<file path="src/rtl/pla_resp_capture.sv">
// Captures PLA response vectors: buffers them in a small FIFO toward the
// downstream comparator and folds every accepted vector into a MISR signature.
module pla_resp_capture #(
  parameter int unsigned OUT_W      = 24,
  parameter int unsigned FIFO_DEPTH = 4,
  parameter int unsigned CNT_W      = 16,
  parameter logic [OUT_W-1:0] MISR_POLY = 24'h00001B
) (
  input  logic             clk,
  input  logic             rst,
  input  logic             start,
  input  logic [CNT_W-1:0] num_vec,
  input  logic             in_valid,
  output logic             in_ready,
  input  logic [OUT_W-1:0] in_data,
  output logic             out_valid,
  input  logic             out_ready,
  output logic [OUT_W-1:0] out_data,
  output logic [OUT_W-1:0] signature,
  output logic             sig_valid,
  output logic [CNT_W-1:0] vec_count,
  output logic             busy
);

  localparam int unsigned AW = $clog2(FIFO_DEPTH);

  typedef enum logic [1:0] {IDLE, RUN, DRAIN, DONE} state_t;

  state_t           state_q, state_d;
  logic [CNT_W-1:0] target;
  logic [OUT_W-1:0] mem [FIFO_DEPTH];
  logic [AW:0]      wr_ptr, rd_ptr;
  logic             fifo_full, fifo_empty;
  logic             in_beat, out_beat, start_ok;
  logic [CNT_W-1:0] cnt_inc;
  logic [OUT_W-1:0] sig_next;

  // Extra wrap bit distinguishes full from empty when the indices match.
  assign fifo_empty = (wr_ptr == rd_ptr);
  assign fifo_full  = (wr_ptr[AW] != rd_ptr[AW]) &&
                      (wr_ptr[AW-1:0] == rd_ptr[AW-1:0]);

  assign out_valid = !fifo_empty;
  assign out_data  = mem[rd_ptr[AW-1:0]];
  assign in_beat   = in_valid && in_ready;
  assign out_beat  = out_valid && out_ready;
  assign start_ok  = start && ((state_q == IDLE) || (state_q == DONE));
  assign cnt_inc   = vec_count + 1'b1;
  assign sig_next  = {signature[OUT_W-2:0], 1'b0}
                   ^ (signature[OUT_W-1] ? MISR_POLY : '0)
                   ^ in_data;

  always_ff @(posedge clk) begin
    if (rst) begin
      state_q <= IDLE;
    end else begin
      state_q <= state_d;
    end
  end

  always_comb begin
    state_d = state_q;
    case (state_q)
      IDLE, DONE: begin
        if (start) state_d = (num_vec == '0) ? DONE : RUN;
      end
      RUN: begin
        if (in_beat && (cnt_inc == target)) state_d = DRAIN;
      end
      DRAIN: begin
        if (fifo_empty) state_d = DONE;
      end
      default: state_d = IDLE;
    endcase
  end

  always_comb begin
    in_ready  = (state_q == RUN) && !fifo_full;
    busy      = (state_q == RUN) || (state_q == DRAIN);
    sig_valid = (state_q == DONE);
  end

  always_ff @(posedge clk) begin
    if (rst) begin
      target    <= '0;
      signature <= '0;
      vec_count <= '0;
    end else if (start_ok) begin
      target    <= num_vec;
      signature <= '0;
      vec_count <= '0;
    end else if (in_beat) begin
      signature <= sig_next;
      vec_count <= cnt_inc;
    end
  end

  always_ff @(posedge clk) begin
    if (rst) begin
      wr_ptr <= '0;
      rd_ptr <= '0;
      for (int unsigned i = 0; i < FIFO_DEPTH; i++) mem[i] <= '0;
    end else begin
      if (in_beat) begin
        mem[wr_ptr[AW-1:0]] <= in_data;
        wr_ptr              <= wr_ptr + 1'b1;
      end
      if (out_beat) rd_ptr <= rd_ptr + 1'b1;
    end
  end

endmodule

</file>
<file path="config.mk">
export PLATFORM = sky130hd
export DESIGN_NAME = pla_resp_capture
export DESIGN_NICKNAME = d
export VERILOG_FILES = /design/src/rtl/pla_resp_capture.sv
export SDC_FILE = /design/constraint.sdc
export NUM_CORES = 1
export LEC_CHECK = 0
export CORE_MARGIN = 1
export CORE_UTILIZATION = 35
export DETAILED_ROUTE_END_ITERATION = 6
export HOLD_SLACK_MARGIN = 0.03
export PLACE_DENSITY = 0.62
export RECOVER_POWER = 100
export SLEW_MARGIN = 20
export SYNTH_ARGS = -nofsm -noshare
export SYNTH_HDL_FRONTEND = slang
export SYNTH_SLANG_ARGS = --single-unit
</file>
<file path="constraint.sdc">
create_clock -name clk -period 3.3 [get_ports clk]
set_clock_uncertainty 0.05 [all_clocks]
set_input_delay 0.66 -clock clk [delete_from_list [all_inputs] [get_ports clk]]
set_output_delay 0.66 -clock clk [all_outputs]
set_load 0.02 [all_outputs]
</file>
Yosys cells after proc, flatten, opt, wreduce, memory -nomap -nowiden

Memories as Yosys holds them, arrays and structs flattened. A register that Yosys moved wholly into a read port is not among the register bits.
Index checks and enable logic that the tools add are counted.

Latch bits: 0
ROM bits: 0
Register bits: 64
Bits in writable memories: 96
Memories: 1
Output and inout bits: 68

Memories:

| name | words | width | rd ports | clocked after memory_dff | write ports | RTL line | source |
|---|---|---|---|---|---|---|---|
| mem  | 4     | 24    | 1        | 1                        | 4           | 31       | `logic [OUT_W-1:0] mem [FIFO_DEPTH];` |

Shift operators: 0
Magnitude comparators: 0
Reductions and logical operators: 16
Bitwise gates (word level): 2
Multiplexer cells: 16
Add/subtract/negate cells: 3
Equality and inequality tests: 10
$mul: 0
Div/mod/pow operators: 0

Operators with widths:

| operator                | count |
|---|---|
| $mux W24                | 1 |
| $reduce_or A24 Y1       | 1 |
| $xor A24 B24 Y24        | 1 |
| $xor A24 B5 Y24         | 1 |
| $add A16 B1 Y16 const B | 1 |
| $eq A16 B16 Y1          | 1 |
| $logic_not A16 Y1       | 1 |
| $mux W2                 | 7 |
| $add A3 B1 Y3 const B   | 2 |
| $logic_and A1 B1 Y1     | 6 |
| $mux W1                 | 6 |
| $ne A2 B2 Y1 const B    | 3 |
| $pmux W2 S3             | 1 |
| $mux W5                 | 1 |
| $eq A2 B2 Y1 const B    | 2 |
| $reduce_or A2 Y1        | 2 |
| $eq A3 B3 Y1            | 1 |
| $reduce_and A3 Y1       | 1 |
| $eq A2 B1 Y1 const B    | 1 |
| $eq A2 B2 Y1            | 1 |
| $logic_not A1 Y1        | 2 |
| $logic_not A2 Y1        | 1 |
| $logic_or A1 B1 Y1      | 2 |
| $ne A1 B1 Y1            | 1 |

Logic depth before layout (Yosys ltp)

Gate-level depths: netlist of the first run.

Depth after elaboration: 10
Gate-level depth with buffers: 9
Mapped depth without buffers: 8

Least setup slack after synthesis of the first run

Ideal clock, no wire load.

Path kind: register to register
Start: register vec_count[0]
End: register state_q[1]
Stages on the path, launching flop included: 10
Arrival time: 2.297 ns
Setup time: 0.123 ns
Slack: 0.829 ns
Data required time: 3.127 ns
Buffers on the path: 1
Path through: dfxtp_1 ha_1 and3_1 buf_4 nand2_2 or3_1 a311oi_1 o2111ai_1 o21ai_1 mux2_1

Word-level cells in the longest chain between the ends: 5

Ends and longest elaborated chain:

| item                               | RTL line | source |
|---|---|---|
| start: declaration                 | 21       | `output logic [CNT_W-1:0] vec_count,` |
| start signal: assignment           | 94       | `vec_count <= cnt_inc;` |
| $add A16 B1 Y16                    | 48       | `assign cnt_inc = vec_count + 1'b1;` |
| $eq A16 B16 Y1                     | 68       | `if (in_beat && (cnt_inc == target)) state_d = DRAIN;` |
| $logic_and A1 B1 Y1                | 68       |  |
| $ne A2 B2 Y1 (no source line)      | n/a      |  |
| $reduce_and A3 Y1 (no source line) | n/a      |  |
| end signal: assignment             | 57       | `state_q <= state_d;` |
| end: declaration                   | 29       | `state_t state_q, state_d;` |

No other way between the ends.
A chain may end at the register's enable or synchronous reset.

==> flow_metrics.env, run 1 <==
export IMPL_grt_pass1_wl_um=27800
export IMPL_dp_cells=997
export IMPL_syn_avg_cell_area_sq_um=11.8
export IMPL_postLayoutCellArea_sq_um=9400
export IMPL_cp_start_kind="register"
export IMPL_numCtsBuffers=17
export IMPL_async_flop_share_pct=0
export IMPL_die_h_um=148
export IMPL_slowest_delay_ns=0.62
export IMPL_cts_tree="done"
export IMPL_syn_num_nets=685
export IMPL_grt_max_degree=48
export IMPL_antenna_found_initial=1
export IMPL_synth_top_cell_by_area="edfxtp_1"
export IMPL_ys_seq_area_share_pct=56.3
export IMPL_synth_top_area_share_pct=38.6
export IMPL_drc=0
export IMPL_post_route_min_period_ns=3.09
export IMPL_cp_max_fo=24
export IMPL_outcome="completed"
export IMPL_critPathSlowestCell="mux4_2"
export IMPL_synth_edf_count=96
export IMPL_fill_cells=1966
export IMPL_cts_resized=0
export IMPL_grt_pass1_vias=5129
export IMPL_area_growth_pct=26.0
export IMPL_coreArea_sq_um=21000
export IMPL_p_total_mw=6.10
export IMPL_cts_root_buf="clkbuf_16"
export IMPL_maxCapViolations=0
export IMPL_hold_class="register to register"
export IMPL_drt_total_wl_um=17300
export IMPL_dr_pass1_iters=6
export IMPL_power_density_nw_per_um2=649
export IMPL_clockBufferDepth=2
export IMPL_fmax_mhz=323
export IMPL_overflow=0
export IMPL_seq_area_sq_um=4200
export IMPL_ys_warn_count=0
export IMPL_synth_seq_cells=162
export IMPL_cp_required_ns=2.59
export IMPL_pin_count=113
export IMPL_insertion_delay_ns=0.42
export IMPL_synth_most_common_cell="and2_1"
export IMPL_syn_cell_area_sq_um=7460
export IMPL_cts_sinks=162
export IMPL_critPathCaptureType="output port"
export IMPL_gp_congestion=0.786
export IMPL_setup_viol=0
export IMPL_p_leak_nw=3.33
export IMPL_num_rows=53
export IMPL_drive_gt1_share_pct=9.55
export IMPL_finalMaxSlewViolations=0
export IMPL_antenna_left=0
export IMPL_clkSlewWorstSetupHoldPaths_ns=0.06
export IMPL_die_area_sq_um=21900
export IMPL_synth_main_ff_cell="edfxtp_1"
export IMPL_portBuffers=112
export IMPL_multiInputGateArea_sq_um=3050
export IMPL_placed_cell_area_sq_um=8860
export IMPL_fin_cells=1030
export IMPL_layout_nets=792
export IMPL_route_detailed_wl_per_inst_um=16.8
export IMPL_critical_path_top_delay_family="buffers and inverters"
export IMPL_period_share_pct=93.8
export IMPL_synth_common_cells="and2_1, edfxtp_1, dfxtp_1, nand2_1"
export IMPL_ir_worst_vdd_mv=0.365
export IMPL_vias=5088
export IMPL_timing_slew_headroom_pct=11.8
export IMPL_syn_instance_count=634
export IMPL_dpl_hpwl_um=11900
export IMPL_criticalPathCategory="register to output port"
export IMPL_rsz0062_at_grt="false"
export IMPL_finalHoldViolations=0
export IMPL_postCtsHoldBufs=0
export IMPL_cp_cell_sequence="clkbuf_4 -> mux4_2 -> clkdlybuf4s50_1"
export IMPL_htreeDepth=4
export IMPL_worst_path_buf_inv=2
export IMPL_grtUsageTotal_pct=16.7
export IMPL_cts_setup_buffers=0
export IMPL_tns_ns=0
export IMPL_avgViaCountPerCell=4.94
export IMPL_drt_initial_drc_count=310
export IMPL_tightest_slew_ns=1.32
export IMPL_ys_types=49
export IMPL_regToRegSetupSlack_ns=0.38
export IMPL_fp_dieW_um=148
export IMPL_crit_arrival_ns=2.38
export IMPL_start_util_pct=35.6
export IMPL_synth_area_leaders="edfxtp_1, dfxtp_1, and2_1"
==> layout by cell type, fill, tap and decap left out, drive strengths merged, types with 2 or more instances in the layout <==
master	instances
ha	6
xnor2	45
nand4	7
a21oi	29
inv	10
or3	6
buf	4
bufinv	2
edfxtp	96
mux4	24
a211oi	21
clkbuf	31
dfxtp	66
clkdlybuf4s50	68
nor3	7
nand4b	2
nor2	45
a311oi	2
and2	99
dlygate4sd3	44
or2	4
and3	7
o21ai	7
nand3	10
nand2b	2
nor3b	3
and4	3
o31ai	2
nand2	57
xor2	20
nor4	6
clkinvlp	4
==> logic make-up (layout without fill, tap and decap cells) <==
family	Yosys count	in the layout	synth area share, %
adders and majority gates	7	7	1.14
AOI/OAI and AO/OA	70	70	6.07
DFF	162	162	56.3
other	0	1	0
xor gates and xnor gates	65	65	7.63
and+or+nand+nor	260	260	18.6
muxes	26	26	7.53
buffers and inverters	44	164	2.67
==> through the flow <==
stage	setup slack [ns]	util (%)	hold WS, ns
final	0.205	44.9	0.418
after global routing	0.0871	44.8	0.437
after CTS	0.215	45.1	0.419
after detailed placement	0.608	42.3	0.410
after global placement	0.618	42.3	0.417
after floorplan	0.829	-	0.398
==> registers in the layout (all words and copies together) (netlist names), named ones only <==
name       cells
rd_ptr         3
state_q        2
mem           96
target        16
vec_count     16
signature     24
wr_ptr         3
==> routing by layer <==
metal  global-route usage [%]  share of wire (%)  vias to the layer above
met2                     28.1                 49                      114
met5                        0                  0                        -
met3                     3.95                4.8                       16
met1                     20.9                 44                     2503
met4                     5.67                1.4                        0
li1                         -                  -                     2455
==> worst paths after layout <==
check,from,endpoint,cells after the start
worst max-delay path,register,out_data[0],3
worst min-delay path,target[0]$_SDFFE_PP0P_,target[0]$_SDFFE_PP0P_,2
worst max register to register,wr_ptr[0]$_SDFFE_PP0P_,wr_ptr[2]$_SDFFE_PP0P_,8
worst min register to register,target[0]$_SDFFE_PP0P_,target[0]$_SDFFE_PP0P_,2
==> final cells by class <==
class / instances / area share [%]
Timing Repair Buffer: 128 / 12.8
Sequential cell: 162 / 44.7
Clock inverter: 13 / 1.58
Inverter: 4 / 0.160
Antenna cell: 1 / 0.0266
Tap cell: 275 / 3.66
Multi-Input combinational cell: 428 / 32.4
Clock buffer: 19 / 4.61
==> report_power, final <==
| group | leakage [nW] | internal, mW | switching [mW] |
|---|---|---|---|
| Clock | 0.271 | 1.13 | 0.838 |
| Sequential | 1.53 | 2.35 | 0.144 |
| Combinational | 1.53 | 0.744 | 0.887 |
| Total | 3.33 | 4.23 | 1.87 |
==> worst register-to-register path: stages (launching register included) <==
cell and delay (ns):
dfxtp_1 0.49, xnor2_1 0.14, nand3_1 0.15, and3_2 0.23
clkbuf_1 0.54, clkbuf_2 0.83, nand2_1 0.16, xor2_1 0.17
nor2_1 0.05
Note: power is estimated with default switching activity, not from simulation.
==> run 2, diff against run 1 <==
--- a/config.mk
+++ b/config.mk
@@ -5,7 +5,7 @@
 export SDC_FILE = /design/constraint.sdc
 export NUM_CORES = 1
 export LEC_CHECK = 0
-export CORE_MARGIN = 1
+export CORE_MARGIN = 5
 export CORE_UTILIZATION = 35
 export DETAILED_ROUTE_END_ITERATION = 6
 export HOLD_SLACK_MARGIN = 0.03
==> run 2 against run 1 <==
  * Total power rose by 0.54%
  * Register-to-register slack improved by 0.10 ns
  * Core utilization rose by 0.061 points
  * Count of clock-buffer cells in the layout down 1
  * Cell count unchanged
  * Critical path type unchanged
==> flow_metrics.env, run 2 (synthesis results as in run 1) <==
export IMPL_ir_worst_vdd_mv=0.562
export IMPL_outcome="completed"
export IMPL_grt_use_met2_pct=24.0
export IMPL_mostFrequentLayoutCell="edfxtp_1"
export IMPL_slowest_delay_ns=0.67
export IMPL_die_h_um=156
export IMPL_tns_ns=0
export IMPL_maxCapViolations=0
export IMPL_period_share_pct=88.8
export IMPL_largestRegisters="mem (96), signature (24)"
export IMPL_vias=4957
export IMPL_worstHoldStart="target[6]$_SDFFE_PP0P_"
export IMPL_criticalPathCategory="register to output port"
export IMPL_timing_hold_ws_ns=0.420
export IMPL_clockBufferDepth=2
export IMPL_cp_required_ns=2.59
export IMPL_grt_most_used_layer="met2"
export IMPL_cts_tree="done"
export IMPL_cts_sinks=162
export IMPL_coreArea_sq_um=21000
export IMPL_grt_pass1_wl_um=27600
export IMPL_cts_resized=0
export IMPL_n_antenna_cell=0
export IMPL_grt_use_met1_pct=18.7
export IMPL_num_rows=53
export IMPL_grtUsageTotal_pct=14.6
export IMPL_post_route_min_period_ns=2.93
export IMPL_p_leak_nw=3.40
export IMPL_postCtsHoldBufs=0
export IMPL_drc=0
export IMPL_numCtsBuffers=17
export IMPL_critPathSlowestCell="dlygate4sd3_1"
export IMPL_dr_pass1_iters=4
export IMPL_avgViaCountPerCell=4.81
export IMPL_cp_cell_sequence="buf_12 -> mux4_2 -> dlygate4sd3_1"
export IMPL_finalMaxSlewViolations=0
export IMPL_clkSlewWorstSetupHoldPaths_ns=0.06
export IMPL_layout_nets=793
export IMPL_grt_max_degree=50
export IMPL_fmax_mhz=341
export IMPL_pin_count=113
export IMPL_insertion_delay_ns=0.42
export IMPL_setup_viol=0
export IMPL_use_met3_pct=4.33
export IMPL_layout_common_cells="edfxtp_1, dlygate4sd3_1, dfxtp_1"
export IMPL_r2r_start="wr_ptr[0]$_SDFFE_PP0P_"
export IMPL_largest_register_ffs=96
export IMPL_fp_dieW_um=156
export IMPL_antenna_found_initial=1
export IMPL_crit_arrival_ns=2.22
export IMPL_timing_slew_headroom_pct=28.1
export IMPL_tightest_slew_ns=1.08
export IMPL_die_area_sq_um=24300
export IMPL_drive_gt1_share_pct=10.1
export IMPL_antenna_left=0
export IMPL_dpl_hpwl_um=11800
export IMPL_grt_pass1_vias=4875
export IMPL_start_util_pct=35.5
export IMPL_gp_congestion=0.786
export IMPL_power_density_nw_per_um2=649
export IMPL_portBuffers=112
export IMPL_cts_root_buf="clkbuf_16"
export IMPL_critPathCaptureType="output port"
export IMPL_overflow=0
export IMPL_route_detailed_wl_per_inst_um=16.9
export IMPL_drt_initial_drc_count=286
export IMPL_cts_setup_buffers=0
export IMPL_cp_max_fo=24
export IMPL_p_total_mw=6.13
export IMPL_cp_start_kind="register"
export IMPL_regMostFlops="mem"
export IMPL_drt_total_wl_um=17400
export IMPL_finalHoldViolations=0
export IMPL_hold_class="register to register"
export IMPL_htreeDepth=4
export IMPL_area_growth_pct=26.5
export IMPL_rsz0062_at_grt="false"
-- run 2: cell types whose count changed in the layout (fill, tap and decap cells not counted), moves of 2 or more --
| cell | before | now |
|---|---|---|
| inv_6 | 5 | 3 |
| clkdlybuf4s50_1 | 68 | 45 |
| clkinvlp_4 | 4 | 2 |
| clkinv_4 | 0 | 5 |
| dlygate4sd3_1 | 44 | 67 |
| and2_0 | 51 | 45 |
| and2_1 | 48 | 54 |
-- run 2: cell type report --
type / instances / area, sq um
multi-input combinational: 428 / 3050
inverter: 4 / 15.0
timing repair buffer: 129 / 1220
fill: 1971 / 11600
tap: 275 / 344
sequential: 162 / 4210
clock inverter: 14 / 179
clock buffer: 18 / 429
-- run 2: through the flow --
step	area (sq um)	instances	utilization, %	setup slack, ns
finish	9440	1030	44.9	0.368
global route	9440	1030	44.9	0.263
CTS	9510	1030	45.2	0.422
detailed placement	8900	998	42.3	0.644
global placement	8900	998	42.3	0.696
floorplan	7460	634	-	0.829
-- run 2: final timing paths --
check             slack, ns  cells after the start                     end
setup / recovery       0.37                      3             out_data[7]
hold / removal         0.42                      2  target[6]$_SDFFE_PP0P_
setup reg to reg       0.48                      8  wr_ptr[2]$_SDFFE_PP0P_
hold reg to reg        0.42                      2  target[6]$_SDFFE_PP0P_
-- run 2: metal layers --
metal,vias up,part of all wire (%)
li1,2470,-
met1,2364,45
met2,101,48
met3,20,5.5
met4,2,1.4
met5,-,0.11
-- run 2: where the power goes --
part | internal, mW | leakage [nW] | switching (mW)
logic | 0.724 | 1.58 | 0.886
clock network | 1.20 | 0.289 | 0.823
registers | 2.35 | 1.53 | 0.141
total | 4.28 | 3.40 | 1.85
-- run 2: critical path, delay by kind of cell, from the launching register on --
kind | cells | cell delay (ns)
flip-flops | 1 | 0.35
multiplexers | 1 | 0.55
buffers and inverters | 2 | 0.90
